==> src/rtl/ad_capture_if.sv <==
// Converter-side pins and the captured sample stream of the serial ADC front-end.
// The master drives convert/clock/sample outputs; the slave returns serial data.
interface ad_capture_if;
  logic        ad_cnv;
  logic        ad_sck;
  logic        ad_sdo;
  logic [15:0] ad_data;
  logic        ad_vld;

  modport master (
    output ad_cnv,
    output ad_sck,
    output ad_data,
    output ad_vld,
    input  ad_sdo
  );

  modport slave (
    input  ad_cnv,
    input  ad_sck,
    input  ad_data,
    input  ad_vld,
    output ad_sdo
  );
endinterface

==> src/rtl/ad_capture.sv <==
// Serial ADC front-end: paces conversions from the 1 us tick, clocks out a
// 16-bit word MSB first and flags sample periods that land on a busy converter.
module ad_capture #(
  parameter int T_CONV  = 200,
  parameter int SCK_DIV = 4
) (
  input  logic         clk_sys,
  input  logic         rst_n,
  input  logic         pluse_us,
  input  logic         enable,
  input  logic [7:0]   cfg_period,
  input  logic         clr_miss,
  ad_capture_if.master adc,
  output logic         ad_miss,
  output logic [7:0]   miss_cnt
);

  localparam int CNT_W = $clog2(T_CONV + 1);
  localparam int DIV_W = $clog2(SCK_DIV + 1);

  typedef enum logic [1:0] {
    IDLE,
    CONV,
    SHIFT,
    DONE
  } state_t;

  state_t     state_q, state_d;
  logic [7:0] us_cnt_q, us_cnt_d;
  logic       trig_q, trig_d;
  logic [CNT_W-1:0] cnt_q, cnt_d;
  logic [DIV_W-1:0] div_q, div_d;
  logic [4:0]  half_q, half_d;
  logic [15:0] sreg_q, sreg_d;
  logic [15:0] data_q, data_d;
  logic        miss_q, miss_d;
  logic [7:0]  mcnt_q, mcnt_d;
  logic        cnv_q, cnv_d;
  logic        sck_q, sck_d;
  logic        vld_q, vld_d;
  logic [7:0]  period;

  always_comb begin
    period   = (cfg_period == 8'd0) ? 8'd1 : cfg_period;
    us_cnt_d = us_cnt_q;
    trig_d   = 1'b0;
    if (!enable) begin
      us_cnt_d = 8'd0;
    end else if (pluse_us) begin
      if ((9'(us_cnt_q) + 9'd1) >= 9'(period)) begin
        trig_d   = 1'b1;
        us_cnt_d = 8'd0;
      end else begin
        us_cnt_d = us_cnt_q + 8'd1;
      end
    end
  end

  always_comb begin
    state_d = state_q;
    cnt_d   = cnt_q;
    div_d   = div_q;
    half_d  = half_q;
    sreg_d  = sreg_q;
    data_d  = data_q;
    miss_d  = miss_q;
    mcnt_d  = mcnt_q;

    if (clr_miss) begin
      miss_d = 1'b0;
      mcnt_d = 8'd0;
    end
    // A miss in the same cycle as a clear leaves a count of one
    if (trig_q && state_q != IDLE) begin
      miss_d = 1'b1;
      if (clr_miss)
        mcnt_d = 8'd1;
      else if (mcnt_q != 8'hFF)
        mcnt_d = mcnt_q + 8'd1;
    end

    unique case (state_q)
      IDLE: begin
        if (trig_q) begin
          state_d = CONV;
          cnt_d   = '0;
        end
      end
      CONV: begin
        if (cnt_q == CNT_W'(T_CONV - 1)) begin
          state_d = SHIFT;
          cnt_d   = '0;
          div_d   = '0;
          half_d  = 5'd0;
        end else begin
          cnt_d = cnt_q + 1'b1;
        end
      end
      SHIFT: begin
        if (half_q[0] && div_q == '0)
          sreg_d = {sreg_q[14:0], adc.ad_sdo};
        if (div_q == DIV_W'(SCK_DIV - 1)) begin
          div_d  = '0;
          half_d = half_q + 5'd1;
          if (half_q == 5'd31) begin
            state_d = DONE;
            data_d  = sreg_d;
          end
        end else begin
          div_d = div_q + 1'b1;
        end
      end
      DONE: begin
        state_d = IDLE;
      end
    endcase

    // Pins are registered from the next-state decode so they never glitch
    cnv_d = (state_d == CONV);
    sck_d = (state_d == SHIFT) && half_d[0];
    vld_d = (state_d == DONE);
  end

  always_ff @(posedge clk_sys) begin
    if (!rst_n) begin
      state_q  <= IDLE;
      us_cnt_q <= 8'd0;
      trig_q   <= 1'b0;
      cnt_q    <= '0;
      div_q    <= '0;
      half_q   <= 5'd0;
      sreg_q   <= 16'd0;
      data_q   <= 16'd0;
      miss_q   <= 1'b0;
      mcnt_q   <= 8'd0;
      cnv_q    <= 1'b0;
      sck_q    <= 1'b0;
      vld_q    <= 1'b0;
    end else begin
      state_q  <= state_d;
      us_cnt_q <= us_cnt_d;
      trig_q   <= trig_d;
      cnt_q    <= cnt_d;
      div_q    <= div_d;
      half_q   <= half_d;
      sreg_q   <= sreg_d;
      data_q   <= data_d;
      miss_q   <= miss_d;
      mcnt_q   <= mcnt_d;
      cnv_q    <= cnv_d;
      sck_q    <= sck_d;
      vld_q    <= vld_d;
    end
  end

  assign adc.ad_cnv  = cnv_q;
  assign adc.ad_sck  = sck_q;
  assign adc.ad_data = data_q;
  assign adc.ad_vld  = vld_q;
  assign ad_miss     = miss_q;
  assign miss_cnt    = mcnt_q;

endmodule
==> src/flat_wrapper.sv <==
// flat-port wrapper written by rule: the top's interface ports become plain ports
module ad_capture_flat 
#(
  parameter int T_CONV  = 200,
  parameter int SCK_DIV = 4
)
  (clk_sys, rst_n, pluse_us, enable, cfg_period, clr_miss, ad_miss, miss_cnt, adc_ad_cnv, adc_ad_sck, adc_ad_data, adc_ad_vld, adc_ad_sdo);
  ad_capture_if adc_i ();
  input  logic clk_sys;
  input  logic rst_n;
  input  logic pluse_us;
  input  logic enable;
  input  logic [7:0] cfg_period;
  input  logic clr_miss;
  output logic ad_miss;
  output logic [7:0] miss_cnt;
  output wire logic [$bits(adc_i.ad_cnv)-1:0] adc_ad_cnv;
  output wire logic [$bits(adc_i.ad_sck)-1:0] adc_ad_sck;
  output wire logic [$bits(adc_i.ad_data)-1:0] adc_ad_data;
  output wire logic [$bits(adc_i.ad_vld)-1:0] adc_ad_vld;
  input wire logic [$bits(adc_i.ad_sdo)-1:0] adc_ad_sdo;
  assign adc_ad_cnv = adc_i.ad_cnv;
  assign adc_ad_sck = adc_i.ad_sck;
  assign adc_ad_data = adc_i.ad_data;
  assign adc_ad_vld = adc_i.ad_vld;
  assign adc_i.ad_sdo = adc_ad_sdo;
  ad_capture #(.T_CONV(T_CONV), .SCK_DIV(SCK_DIV)) u_core (.clk_sys(clk_sys), .rst_n(rst_n), .pluse_us(pluse_us), .enable(enable), .cfg_period(cfg_period), .clr_miss(clr_miss), .adc(adc_i), .ad_miss(ad_miss), .miss_cnt(miss_cnt));
endmodule
==> config.mk <==
export PLATFORM = sky130hd
export DESIGN_NAME = ad_capture_flat
export DESIGN_NICKNAME = d
export VERILOG_FILES = /design/src/rtl/ad_capture_if.sv /design/src/rtl/ad_capture.sv /design/src/flat_wrapper.sv
export SDC_FILE = /design/constraint.sdc
export NUM_CORES = 1
export LEC_CHECK = 0
export CORE_MARGIN = 5
export CORE_UTILIZATION = 40
export CTS_CLUSTER_SIZE = 10
export DETAILED_ROUTE_END_ITERATION = 16
export PLACE_DENSITY_LB_ADDON = 0.15
export REMOVE_ABC_BUFFERS = 1
export SYNTH_ARGS = -nofsm -noshare
export SYNTH_HDL_FRONTEND = slang
export SYNTH_SLANG_ARGS = --single-unit
==> constraint.sdc <==
create_clock -name clk_sys -period 3.5 [get_ports clk_sys]
set_clock_uncertainty 0.2 [all_clocks]
set_input_delay 0.875 -clock clk_sys [delete_from_list [all_inputs] [get_ports clk_sys]]
set_output_delay 0.875 -clock clk_sys [all_outputs]
set_load 0.005 [all_outputs]
==> impl_results.md <==
- Hold Buf Count CTS: 0
- Final net count: 474
- Largest stage delay, worst path: about 0.53 ns
- CTS Buf Count: 9
- Worst slew pin tran: 0.623 ns
- CP Cell Sequence: ha_1 -> nand3_1 -> nor2_1 -> xor2_1 -> ha_1 -> a21oi_1 -> o22ai_1 -> nor3_2 -> nand4_1 -> a31oi_1
- Worst R2R Setup Slack: 0.57 ns
- Most common cell after layout, fill and taps aside: dfxtp_1
- RSZ-0062 raised after global routing: no
- Maximum clock insertion buffer count: 2
- Die Wd: 103 um
- Register area share after synthesis: 0.414
- Share of the synthesized area in the top cell type: 0.414
- Die area: 10,500 um^2
- Status: complete, no violations
- DR WL/cell: 12.7 um
- Initial core utilization: 0.413
- CP arrival: 3.00 ns
- Slowest CP cell: nor3_2
- Pre-CTS WS: about 0.28 ns
- EDFF count, synth: 0
- Global-route wire length before repair: 11.9 mm
- Yosys warnings: 0
- Fill cells: slightly above 800
- Area leader, netlist: dfxtp_1
- N_diodes: 0
- Pwr Total: between 0.0015 and 0.002 W
- Root Buffer: clkbuf_8
- Worst Setup End Kind: register
- Fmax: 342 MHz
- DP HPWL: 4.91 mm
- # H-tree levels: 3
- Post-Route M1 WL: 3.35 mm
- Clock slew at reported path FFs: 0.07 ns
- Crit path buffers/inverters: 0
- Fin crit share: 0.836
- Peak supply drop: 0.000184 V
- First DRT Iteration DRCs: roughly 150
- Top routing layer in use: met4
- Static Leakage: around 1.6 nW
- Yosys reg bits: just over 70
- Async SR Flop Fraction: 0
- Top post-synthesis cells by area: dfxtp_1 (41%), ha_1 (6.6%), nand2_1 (5.6%)
- Crit-path leading delay family: simple AND/OR/NAND/NOR gates
- Routed Antenna Nets: 0
- Commonest cells after routing, fill and taps aside: dfxtp_1 (71), nand2_1 (51), nor2_1 (44), clkdlybuf4s50_1 (41), a21oi_1 (36)
- Req. time, crit path: 3.57 ns
- Core region area: 8300 um^2
- Cell repeated most along the worst path: ha_1
- WL final: 7.03 mm
- Avg Inst Size Synth: 8.53 um^2
- Critical path class: register to register
- Overall die height: ~100 um
- Post-DR vias/cell: 5.21
- Rel. slew slack: 0.582
- Crit path max fanout: 10
- Row count: 33
- Total GRT Usage: 0.140
- Final count of pins violating max slew: 0
- DRC violations left: 0
- Postcts setup bufs: 0
- Hold crit path type: register to register
- Worst skew pair latency: 0.34 ns
- CTS tree: done
- Post-synthesis cell count: between 400 and 500
- Clk sinks: 71
- Post-synth cell types: 49
- Worst setup SP type: register
- DR WL met2: 3.28 mm
- IO Pins: 42
- Vias: 2,874
- Max cap viols: 0
- Syn-to-layout area delta: 21.8%
- Synthesized area: 3430 um^2
- Final setup fails: 0
- Final setup margin: 0.573 ns
- Fin util: 0.503
- PortBufs: 41
- GR Overflow Total: 0
- Post_cts resized: 0
- Initial antenna violation count: 0
- Largest net degree at the start of global routing: 34
- TritonRoute pass-1 iters: 4
- WL met3: 286 um
- Final Hold Vio Count: 0
- Top_reg_cell synth: dfxtp_1
- PwrDens: 393 nW/um^2
- Vias in the first global route: 2,675
- RePlAce Congestion: 0.803
- Clock period minus worst slack: just under 3 ns
- Share of post-route cells with drive strength above 1: 0.0626
- Setup_tns: 0 ns
## final cells by class
| cell class | instances | area, um^2 | share of cell area |
|---|---|---|---|
| sequential | 71 | 1420 | 0.340 |
| clock buffer | 14 | 183 | 0.0437 |
| clock inverter | 2 | 60.1 | 0.0144 |
| tap | 105 | 131 | 0.0314 |
| inverter | 18 | 67.6 | 0.0162 |
| multi-input combinational | 295 | 1860 | 0.445 |
| timing repair buffer | 47 | 455 | 0.109 |
## per-stage QoR
stage | instance area, um^2 | std cells | hold slack (ns)
after CTS | 4180 | 552 | 0.267
final | 4180 | 552 | 0.265
after detailed placement | 3940 | 536 | 0.256
after global placement | 3940 | 536 | 0.244
after global routing | 4180 | 552 | 0.302
after floorplan | 3350 | 384 | 0.232
## metal layers
layer	GRT usage	vias up
li1	-	1488
met3	0.0372	10
met4	0.0515	0
met5	0	-
met2	0.231	47
met1	0.176	1329
## synth_stat cells (2+ instances only)
library cell and n:
inv_1 17, ha_1 18, xor2_1 10, nand2_1 51
nand4_1 14, nor3_1 3, xnor2_1 7, a21oi_1 36
nand3_1 13, dfxtp_1 71, o22ai_1 3, buf_2 3
mux2i_1 18, a32oi_1 2, nor2b_1 3, nand3b_1 3
o21ai_0 7, nand2b_1 14, or3_1 2, and2_1 2
and3_1 2, o211ai_1 2, clkbuf_1 14, nor4_1 3
nor2_1 44, a211oi_1 17
## power by group
part	switching [W]	total, W	internal [W]
Clock	0.000300	0.000780	0.000480
Sequential	0.00000167	0.000810	0.000809
Combinational	0.0000275	0.0000527	0.0000252
Total	0.000329	0.00164	0.00131
## final timing paths
path	from	to	cells after the start
worst max-delay path	u_core.us_cnt_q[0]	u_core.us_cnt_q[3]	10
worst min-delay path	u_core.sreg_q[15]	u_core.sreg_q[15]	2
worst max register to register	u_core.us_cnt_q[0]	u_core.us_cnt_q[3]	10
worst min register to register	u_core.sreg_q[15]	u_core.sreg_q[15]	2
## worst min-delay path: cells and delay by family (launching register included)
| family | cells | cell delay, ns |
|---|---|---|
| flops | 1 | 0.32 |
| simple gates | 1 | 0.05 |
| compound gates | 1 | 0.05 |
## flip-flops by register name, summed over array words and instances, names as in the netlist, 2 cells and up
signal,flops
u_core.sreg_q,16
u_core.div_q,3
u_core.half_q,5
u_core.state_q,2
u_core.adc.ad_data,16
u_core.miss_cnt,8
u_core.us_cnt_q,8
u_core.cnt_q,8
## logic make-up (layout without fill, tap and decap cells)
kind of cell	count (synthesis)	after routing	share of synthesized area
mux	19	19	0.0558
simple gates	164	164	0.233
compound gates	77	77	0.144
fa+ha+maj	18	18	0.0657
flops	71	71	0.414
buf+inv	36	81	0.0434
xor+xnor	17	17	0.0434
No activity file was read; power rests on OpenSTA's default activity.
